**src/rtl/isu_issue_queue_pkg.sv**
```systemverilog
// isu_issue_queue_pkg: cache op encodings, load/store classification and refill-op conversion
package isu_issue_queue_pkg;
  localparam int OP_W = 3;
  typedef enum logic [OP_W-1:0] {
    CACHE_OP_LOAD         = 3'd0,
    CACHE_OP_STORE        = 3'd1,
    CACHE_OP_LOAD_REFILL  = 3'd2,
    CACHE_OP_STORE_REFILL = 3'd3,
    CACHE_OP_FLUSH        = 3'd4,
    CACHE_OP_INVAL        = 3'd5
  } cache_op_e;
  function automatic logic is_load(logic [OP_W-1:0] op);
    return op == CACHE_OP_LOAD || op == CACHE_OP_LOAD_REFILL;
  endfunction
  function automatic logic is_store(logic [OP_W-1:0] op);
    return op == CACHE_OP_STORE || op == CACHE_OP_STORE_REFILL;
  endfunction
  function automatic logic [OP_W-1:0] to_refill_op(logic [OP_W-1:0] op);
    return is_load(op) ? CACHE_OP_LOAD_REFILL : is_store(op) ? CACHE_OP_STORE_REFILL : op;
  endfunction
endpackage

```
**src/rtl/isu_issue_queue_if.sv**
```systemverilog
// isu_issue_queue_if: enq/wake/credit inputs and issue/release outputs; master drives requests, slave is the queue
interface isu_issue_queue_if
  import isu_issue_queue_pkg::*;
#(
  parameter int NumCh  = 3,
  parameter int NlineW = 10,
  parameter int SetW   = 6,
  parameter int WbufW  = 4,
  parameter int RobW   = 4
);
  logic                   enq_valid;
  logic                   enq_ready;
  logic [NumCh-1:0]       enq_ch_1hot;
  logic [OP_W-1:0]        enq_op;
  logic [NlineW-1:0]      enq_id;
  logic [WbufW-1:0]       enq_wbuf_id;
  logic                   enq_inflight;
  logic                   wake_valid;
  logic [NlineW-1:0]      wake_id;
  logic [NumCh-1:0]       crdt_rtn;
  logic                   d_valid;
  logic                   d_ready;
  logic [NumCh-1:0]       d_ch_1hot;
  logic [RobW-1:0]        d_rob_id;
  logic [OP_W-1:0]        d_op;
  logic [SetW-1:0]        d_set;
  logic [NlineW-SetW-1:0] d_way;
  logic [WbufW-1:0]       d_wbuf_id;
  logic                   rel_valid;
  logic [NlineW-1:0]      rel_id;
  modport master (
    output enq_valid, enq_ch_1hot, enq_op, enq_id, enq_wbuf_id, enq_inflight, wake_valid, wake_id, crdt_rtn, d_ready,
    input  enq_ready, d_valid, d_ch_1hot, d_rob_id, d_op, d_set, d_way, d_wbuf_id, rel_valid, rel_id
  );
  modport slave (
    input  enq_valid, enq_ch_1hot, enq_op, enq_id, enq_wbuf_id, enq_inflight, wake_valid, wake_id, crdt_rtn, d_ready,
    output enq_ready, d_valid, d_ch_1hot, d_rob_id, d_op, d_set, d_way, d_wbuf_id, rel_valid, rel_id
  );
endinterface

```
**src/rtl/isu_issue_queue_age.sv**
```systemverilog
// isu_age_matrix: row i holds entries older than i (set on alloc, column cleared on free); oldest = one-hot oldest requester
module isu_age_matrix
  import isu_issue_queue_pkg::*;
#(
  parameter int Depth = 8
) (
  input  logic             clk,
  input  logic             rst,
  input  logic [Depth-1:0] vld,
  input  logic [Depth-1:0] alloc,
  input  logic [Depth-1:0] free,
  input  logic [Depth-1:0] req,
  output logic [Depth-1:0] oldest
);
  logic [Depth-1:0] older_q [Depth];
  logic [Depth-1:0] older_d [Depth];
  always_comb begin
    for (int i = 0; i < Depth; i++) oldest[i] = req[i] & ~|(older_q[i] & req);
  end
  always_comb begin
    for (int i = 0; i < Depth; i++) older_d[i] = alloc[i] ? vld & ~free : older_q[i] & ~free;
  end
  always_ff @(posedge clk) begin
    if (rst) for (int i = 0; i < Depth; i++) older_q[i] <= '0;
    else older_q <= older_d;
  end
endmodule

```
**src/rtl/isu_issue_queue.sv**
```systemverilog
// isu_issue_queue: oldest-first issue queue with per-channel ROB credits, refill wakeup and line release (clk, rst, q: slave modport of isu_issue_queue_if)
module isu_issue_queue
  import isu_issue_queue_pkg::*;
#(
  parameter int NumCh    = 3,
  parameter int Depth    = 8,
  parameter int RobDepth = 16,
  parameter int NlineW   = 10,
  parameter int SetW     = 6,
  parameter int WbufW    = 4
) (
  input logic              clk,
  input logic              rst,
  isu_issue_queue_if.slave q
);
  localparam int RobW = $clog2(RobDepth);
  localparam int CrW  = $clog2(RobDepth + 1);
  localparam int IdxW = $clog2(Depth);
  logic [Depth-1:0]       valid_q, valid_d, wait_q, wait_d, refill_q, refill_d;
  logic [NumCh-1:0]       ch_q [Depth];
  logic [NumCh-1:0]       ch_d [Depth];
  logic [OP_W-1:0]        op_q [Depth];
  logic [OP_W-1:0]        op_d [Depth];
  logic [NlineW-1:0]      id_q [Depth];
  logic [NlineW-1:0]      id_d [Depth];
  logic [WbufW-1:0]       wbuf_q [Depth];
  logic [WbufW-1:0]       wbuf_d [Depth];
  logic [CrW-1:0]         credit_q [NumCh];
  logic [CrW-1:0]         credit_d [NumCh];
  logic [RobW-1:0]        rob_ptr_q [NumCh];
  logic [RobW-1:0]        rob_ptr_d [NumCh];
  logic                   d_valid_q, d_valid_d, rel_valid_q, rel_valid_d;
  logic [NumCh-1:0]       d_ch_q, d_ch_d;
  logic [RobW-1:0]        d_rob_id_q, d_rob_id_d, rob_sel;
  logic [OP_W-1:0]        d_op_q, d_op_d;
  logic [SetW-1:0]        d_set_q, d_set_d;
  logic [NlineW-SetW-1:0] d_way_q, d_way_d;
  logic [WbufW-1:0]       d_wbuf_q, d_wbuf_d;
  logic [NlineW-1:0]      rel_id_q, rel_id_d;
  logic [Depth-1:0]       alloc, free, elig, sel, wake_hit;
  logic [NumCh-1:0]       ch_ok, dec;
  logic [IdxW-1:0]        alloc_idx, sel_idx;
  logic                   enq_fire, enq_wake, load;
  always_comb begin
    enq_fire = q.enq_valid & ~&valid_q;
    alloc_idx = '0;
    for (int i = Depth - 1; i >= 0; i--) if (!valid_q[i]) alloc_idx = IdxW'(i);
    alloc = enq_fire ? Depth'(1) << alloc_idx : '0;
    for (int c = 0; c < NumCh; c++) ch_ok[c] = credit_q[c] != '0;
    for (int i = 0; i < Depth; i++) elig[i] = valid_q[i] & ~wait_q[i] & |(ch_q[i] & ch_ok);
    load = (~d_valid_q | q.d_ready) & |elig;
  end
  isu_age_matrix #(.Depth(Depth)) u_age (
    .clk(clk), .rst(rst), .vld(valid_q), .alloc(alloc), .free(free), .req(elig), .oldest(sel)
  );
  always_comb begin
    sel_idx = '0;
    for (int i = 0; i < Depth; i++) if (sel[i]) sel_idx = IdxW'(i);
    free = load ? sel : '0;
    dec = load ? ch_q[sel_idx] : '0;
    rob_sel = '0;
    for (int c = 0; c < NumCh; c++) if (ch_q[sel_idx][c]) rob_sel = rob_ptr_q[c];
    enq_wake = q.wake_valid & (q.wake_id == q.enq_id);
    valid_d = (valid_q & ~free) | alloc;
    for (int i = 0; i < Depth; i++) begin
      wake_hit[i] = valid_q[i] & wait_q[i] & q.wake_valid & (id_q[i] == q.wake_id);
      ch_d[i]     = alloc[i] ? q.enq_ch_1hot : ch_q[i];
      op_d[i]     = alloc[i] ? q.enq_op : op_q[i];
      id_d[i]     = alloc[i] ? q.enq_id : id_q[i];
      wbuf_d[i]   = alloc[i] ? q.enq_wbuf_id : wbuf_q[i];
      wait_d[i]   = alloc[i] ? q.enq_inflight & ~enq_wake : wait_q[i] & ~wake_hit[i];
      refill_d[i] = alloc[i] ? q.enq_inflight & enq_wake : refill_q[i] | wake_hit[i];
    end
    for (int c = 0; c < NumCh; c++) begin
      credit_d[c]  = credit_q[c] - CrW'(dec[c]) + CrW'(q.crdt_rtn[c]);
      rob_ptr_d[c] = rob_ptr_q[c] + RobW'(dec[c]);
    end
    d_valid_d   = load | (d_valid_q & ~q.d_ready);
    d_ch_d      = load ? ch_q[sel_idx] : d_ch_q;
    d_rob_id_d  = load ? rob_sel : d_rob_id_q;
    d_op_d      = load ? (refill_q[sel_idx] ? to_refill_op(op_q[sel_idx]) : op_q[sel_idx]) : d_op_q;
    d_set_d     = load ? id_q[sel_idx][SetW-1:0] : d_set_q;
    d_way_d     = load ? id_q[sel_idx][NlineW-1:SetW] : d_way_q;
    d_wbuf_d    = load ? wbuf_q[sel_idx] : d_wbuf_q;
    rel_valid_d = d_valid_q & q.d_ready;
    rel_id_d    = rel_valid_d ? {d_way_q, d_set_q} : rel_id_q;
  end
  always_ff @(posedge clk) begin
    if (rst) begin
      valid_q     <= '0;
      wait_q      <= '0;
      refill_q    <= '0;
      for (int i = 0; i < Depth; i++) begin
        ch_q[i]   <= '0;
        op_q[i]   <= '0;
        id_q[i]   <= '0;
        wbuf_q[i] <= '0;
      end
      for (int c = 0; c < NumCh; c++) begin
        credit_q[c]  <= CrW'(RobDepth);
        rob_ptr_q[c] <= '0;
      end
      d_valid_q   <= 1'b0;
      d_ch_q      <= '0;
      d_rob_id_q  <= '0;
      d_op_q      <= '0;
      d_set_q     <= '0;
      d_way_q     <= '0;
      d_wbuf_q    <= '0;
      rel_valid_q <= 1'b0;
      rel_id_q    <= '0;
    end else begin
      valid_q     <= valid_d;
      wait_q      <= wait_d;
      refill_q    <= refill_d;
      ch_q        <= ch_d;
      op_q        <= op_d;
      id_q        <= id_d;
      wbuf_q      <= wbuf_d;
      credit_q    <= credit_d;
      rob_ptr_q   <= rob_ptr_d;
      d_valid_q   <= d_valid_d;
      d_ch_q      <= d_ch_d;
      d_rob_id_q  <= d_rob_id_d;
      d_op_q      <= d_op_d;
      d_set_q     <= d_set_d;
      d_way_q     <= d_way_d;
      d_wbuf_q    <= d_wbuf_d;
      rel_valid_q <= rel_valid_d;
      rel_id_q    <= rel_id_d;
    end
  end
  always_ff @(posedge clk) begin
    if (!rst) begin
      assert (!q.enq_valid || $onehot(q.enq_ch_1hot));
      assert (!(q.enq_valid && !q.enq_ready));
      for (int c = 0; c < NumCh; c++) assert (credit_q[c] <= CrW'(RobDepth));
    end
  end
  assign q.enq_ready = ~&valid_q;
  assign q.d_valid   = d_valid_q;
  assign q.d_ch_1hot = d_ch_q;
  assign q.d_rob_id  = d_rob_id_q;
  assign q.d_op      = d_op_q;
  assign q.d_set     = d_set_q;
  assign q.d_way     = d_way_q;
  assign q.d_wbuf_id = d_wbuf_q;
  assign q.rel_valid = rel_valid_q;
  assign q.rel_id    = rel_id_q;
endmodule

```
**src/flat_wrapper.sv**
```systemverilog
// flat-port wrapper written by rule: the top's interface ports become plain ports
module isu_issue_queue_flat import isu_issue_queue_pkg::*;
#(
  parameter int NumCh    = 3,
  parameter int Depth    = 8,
  parameter int RobDepth = 16,
  parameter int NlineW   = 10,
  parameter int SetW     = 6,
  parameter int WbufW    = 4
)
  (clk, rst, q_enq_valid, q_enq_ch_1hot, q_enq_op, q_enq_id, q_enq_wbuf_id, q_enq_inflight, q_wake_valid, q_wake_id, q_crdt_rtn, q_d_ready, q_enq_ready, q_d_valid, q_d_ch_1hot, q_d_rob_id, q_d_op, q_d_set, q_d_way, q_d_wbuf_id, q_rel_valid, q_rel_id);
  isu_issue_queue_if #(.NumCh(NumCh), .NlineW(NlineW), .SetW(SetW), .WbufW(WbufW), .RobW(4)) q_i ();
  input logic clk;
  input logic rst;
  input wire logic [$bits(q_i.enq_valid)-1:0] q_enq_valid;
  input wire logic [$bits(q_i.enq_ch_1hot)-1:0] q_enq_ch_1hot;
  input wire logic [$bits(q_i.enq_op)-1:0] q_enq_op;
  input wire logic [$bits(q_i.enq_id)-1:0] q_enq_id;
  input wire logic [$bits(q_i.enq_wbuf_id)-1:0] q_enq_wbuf_id;
  input wire logic [$bits(q_i.enq_inflight)-1:0] q_enq_inflight;
  input wire logic [$bits(q_i.wake_valid)-1:0] q_wake_valid;
  input wire logic [$bits(q_i.wake_id)-1:0] q_wake_id;
  input wire logic [$bits(q_i.crdt_rtn)-1:0] q_crdt_rtn;
  input wire logic [$bits(q_i.d_ready)-1:0] q_d_ready;
  output wire logic [$bits(q_i.enq_ready)-1:0] q_enq_ready;
  output wire logic [$bits(q_i.d_valid)-1:0] q_d_valid;
  output wire logic [$bits(q_i.d_ch_1hot)-1:0] q_d_ch_1hot;
  output wire logic [$bits(q_i.d_rob_id)-1:0] q_d_rob_id;
  output wire logic [$bits(q_i.d_op)-1:0] q_d_op;
  output wire logic [$bits(q_i.d_set)-1:0] q_d_set;
  output wire logic [$bits(q_i.d_way)-1:0] q_d_way;
  output wire logic [$bits(q_i.d_wbuf_id)-1:0] q_d_wbuf_id;
  output wire logic [$bits(q_i.rel_valid)-1:0] q_rel_valid;
  output wire logic [$bits(q_i.rel_id)-1:0] q_rel_id;
  assign q_i.enq_valid = q_enq_valid;
  assign q_i.enq_ch_1hot = q_enq_ch_1hot;
  assign q_i.enq_op = q_enq_op;
  assign q_i.enq_id = q_enq_id;
  assign q_i.enq_wbuf_id = q_enq_wbuf_id;
  assign q_i.enq_inflight = q_enq_inflight;
  assign q_i.wake_valid = q_wake_valid;
  assign q_i.wake_id = q_wake_id;
  assign q_i.crdt_rtn = q_crdt_rtn;
  assign q_i.d_ready = q_d_ready;
  assign q_enq_ready = q_i.enq_ready;
  assign q_d_valid = q_i.d_valid;
  assign q_d_ch_1hot = q_i.d_ch_1hot;
  assign q_d_rob_id = q_i.d_rob_id;
  assign q_d_op = q_i.d_op;
  assign q_d_set = q_i.d_set;
  assign q_d_way = q_i.d_way;
  assign q_d_wbuf_id = q_i.d_wbuf_id;
  assign q_rel_valid = q_i.rel_valid;
  assign q_rel_id = q_i.rel_id;
  isu_issue_queue #(.NumCh(NumCh), .Depth(Depth), .RobDepth(RobDepth), .NlineW(NlineW), .SetW(SetW), .WbufW(WbufW)) u_core (.clk(clk), .rst(rst), .q(q_i));
endmodule
```
**config.mk**
```make
export PLATFORM = sky130hd
export DESIGN_NAME = isu_issue_queue_flat
export DESIGN_NICKNAME = d
export VERILOG_FILES = /design/src/rtl/isu_issue_queue_pkg.sv /design/src/rtl/isu_issue_queue_if.sv /design/src/rtl/isu_issue_queue_age.sv /design/src/rtl/isu_issue_queue.sv /design/src/flat_wrapper.sv
export SDC_FILE = /design/constraint.sdc
export NUM_CORES = 1
export LEC_CHECK = 0
export CAP_MARGIN = 20
export CELL_PAD_IN_SITES_DETAIL_PLACEMENT = 2
export CELL_PAD_IN_SITES_GLOBAL_PLACEMENT = 2
export CORE_MARGIN = 2
export CORE_UTILIZATION = 34
export CTS_BUF_LIST = sky130_fd_sc_hd__clkbuf_8
export DETAILED_ROUTE_END_ITERATION = 6
export GPL_TIMING_DRIVEN = 0
export HOLD_SLACK_MARGIN = 0.02
export MAX_ROUTING_LAYER = met4
export PLACE_DENSITY = 0.81
export RECOVER_POWER = 50
export REMOVE_ABC_BUFFERS = 1
export SLEW_MARGIN = 20
export SYNTH_ARGS = -nofsm -noshare
export SYNTH_HDL_FRONTEND = slang
export SYNTH_HIERARCHICAL = 1
export SYNTH_SLANG_ARGS = --single-unit
```
**constraint.sdc**
```tcl
create_clock -name clk -period 5.3 [get_ports clk]
set_input_delay 0.795 -clock clk [delete_from_list [all_inputs] [get_ports clk]]
set_output_delay 0.795 -clock clk [all_outputs]
set_load 0.02 [all_outputs]
```
==> run summary <==
Outcome = finished with violations
Failing checks = capacitance limit, slew limit, setup timing
Row count = 76
Top_reg_cell synth = dfxtp_1
Cells after Synth = 1890
Share of power burned in registers = 0.438
Total internal power = 3.923 mW
Overall power = 5.662 mW
Asr flop ratio synth = 0
Post-synthesis sequential area ratio = 0.4158
Core ar. = 43270 sq um
Area post-placement = 16310 sq um
Cell area after synthesis = 14970 sq um
RSZ-0062 raised after global routing = true
Commonest non-fill, non-tap cell in the layout = nand2_1
Slew @ Worst Pin = 1.720 ns
Detailed Routing Iterations Pass 1 = 5
Final Setup Violations = 46
Number of synthesized flops with an enable pin = 0
CTS tree = done
Post-DP HPWL = 39190 um
Ys Warns = 6
Pins Over Slew Limit = 89
Max-Cap Viols = 4
Final nets = 2042
Hold_buf cts = 0
Clock Skew = 0.04256 ns
Unique masters post-synth = 55
Setup ws final = -0.9360 ns
Met2 GRT Util = 0.5252
Die area = 45740 sq um
Input/output buffers = 75
GR Util All Layers = 0.3022
Syn avg cell area = 7.923 sq um
Via density = 5.808
Busiest grt layer = met2
NetSw = 1.739 mW
Maximum VDD drop = 0.1765 mV
Initial antenna violation count = 0
Max clock buf depth = 3
Clock Tree Root = clkbuf_8
Die extent in x = 213.9 um
R2r setup slk = -0.94 ns
Layout Area Growth over Synthesis = 24.27%
CP max FO = 8
Met1 GRT Util = 0.3360
Share of layout cells above drive strength 1 = 0.1585
Met3 GRT Util = 0.04130
Ports = 76
Gr ovfl total = 0
Slew Limit Headroom = -0.1465
Hold Slack = 0.4554 ns
ANT cells = 0
CP Launch Type = register
Final instance area = 18610 sq um
Hold Crit Class = reg -> reg
First DRT Iteration DRCs = 1039
Clk sink count = 311
Gate power share = 0.154
Tcrit/Tclk final = 1.177
Switching share of total power = 0.3072
Setup Slack @ Placement = -2.167 ns
H-tree levels = 2
Clk_lat worst skew = 0.67 ns
DRC = 0
Worst EP arrival = 6.78 ns
First-pass GRT wire length = 101000 um
Vias in the first global route = 16479
Crit end category = register
Largest net degree at the start of global routing = 102
Fin crit period = 6.236 ns
F_max = 0.1604 GHz
Routability-driven placement congestion ratio = 0.8248
Clk pwr share = 0.408
ANT nets after route = 0
CTS Buf Count = 56
Starting Density = 0.3461
Drt total wl = 73510 um
Most frequent cells in the layout = nand2_1 (460), dfxtp_1 (309), a21oi_1 (189), nor2_1 (130), buf_4 (83)
Pwr dens = 304.2 nW/um^2
Kind of critical path = reg -> reg
Drt wl/cell = 28.23 um
Vias post-DR = 15123
Die Y = 213.9 um
Worst-path clk slew = 0.07 ns
Hold Fails Final Rpt = 0
P_leak = 6.689 nW
Synthesized flop and latch total = 311
CP Data Required Time = 5.85 ns
## routing by layer
metal  vias to the layer above  part of all wire
met1                      7684              0.39
met2                       630              0.50
met5                         -                 0
li1                       6530                 -
met3                       279             0.054
met4                         0             0.060
## power by group through the flow
stage | clock, mW | combinational (mW) | sequential [mW]
after floorplan | 0 | 0.336 | 2.52
final | 2.31 | 0.872 | 2.48
after global routing | 2.45 | 0.916 | 2.48
after detailed placement | 0 | 0.658 | 2.51
after CTS | 2.30 | 0.720 | 2.47
after global placement | 0 | 0.608 | 2.51
## state kept, by name, summed over array words and instances, names as in the netlist
signal,count
u_core/q.d_valid,1
u_core/credit_q,15
u_core/q.d_ch_1hot,3
u_core/wbuf_q,32
u_core/refill_q,8
u_core/u_age/older_q,64
u_core/valid_q,8
u_core/ch_q,24
u_core/q.rel_id,10
u_core/wait_q,8
u_core/q.rel_valid,1
u_core/q.d_rob_id,4
u_core/q.d_op,3
u_core/q.d_wbuf_id,4
u_core/op_q,24
u_core/q.d_way,4
u_core/rob_ptr_q,12
u_core/q.d_set,6
u_core/id_q,80
## Yosys cell counts, drive strengths merged (17+ instances only)
master,instances,area share
inv,45,0.011
xor2,73,0.043
ha,24,0.020
dfxtp,311,0.42
a22oi,30,0.018
a311oi,33,0.019
mux2i,72,0.048
nor2,146,0.037
o21a,17,0.0085
a21oi,199,0.067
nor3,28,0.0094
nand2,465,0.12
nor2b,21,0.0088
nor4,17,0.0071
clkbuf,114,0.029
nand3,51,0.017
buf,54,0.024
a211oi,29,0.016
xnor2,32,0.019
## cell families (layout without fill, tap and decap cells)
kind of cell / count (synthesis) / after routing / synth area share
flops: 311 / 311 / 0.4158
buf+inv: 213 / 340 / 0.06400
fa+ha+maj: 27 / 27 / 0.02406
simple gates: 793 / 795 / 0.2270
xor+xnor: 105 / 105 / 0.06141
mux: 75 / 75 / 0.05038
compound gates: 366 / 366 / 0.1573
## stage by stage
step                std cells    util  TNS (ns)
floorplan                1722       -    -33.91
global placement         2382  0.3621  -1239.04
detailed placement       2410  0.3770    -49.47
CTS                      2570  0.4217   -0.2446
global route             2604  0.4301    -9.063
finish                   2604  0.4301    -13.18
## critical path: stages, from the launching register on
cell and delay [ns]:
dfxtp_2 0.35, inv_4 0.09, ha_4 0.12, or4b_4 0.55, a222oi_1 1.12, nor3b_4 0.22
a22oi_1 0.40, nand2_1 0.18, nor2_4 0.24, buf_4 0.17, buf_6 0.11, inv_4 0.06
a21o_4 0.24, a221oi_2 0.29, o32a_4 0.24, nor2_4 0.05, ha_4 0.27, inv_2 0.04
ha_4 0.16, fa_2 0.42, a21oi_4 0.18, nor2_4 0.05, or3_1 0.37, a21o_1 0.19
## area by class of cell
| cell class | count | area (sq um) |
|---|---|---|
| multi-input combinational | 1368 | 8466 |
| clock inverter | 32 | 138.9 |
| clock buffer | 69 | 949.7 |
| fill | 4826 | 24660 |
| sequential | 311 | 6228 |
| tap | 585 | 732.0 |
| timing repair buffer | 194 | 1918 |
| inverter | 45 | 176.4 |
## path summary, 6_finish.rpt
| path | start | end | cells past startpoint |
|---|---|---|---|
| hold reg to reg | u_core/wbuf_q[1] | u_core/wbuf_q[1] | 2 |
| hold / removal | u_core/wbuf_q[1] | u_core/wbuf_q[1] | 2 |
| setup / recovery | u_core/credit_q[3] | u_core/credit_q[14] | 23 |
| setup reg to reg | u_core/credit_q[3] | u_core/credit_q[14] | 23 |
## timing repair
action                     4_1_cts  5_1_grt
cloned                           2        1
pin swaps                       51       49
setup buffers                   59       37
gates resized for setup         91       47
setup endpoints to repair       51       33
Power figures use the tool's default switching activity.
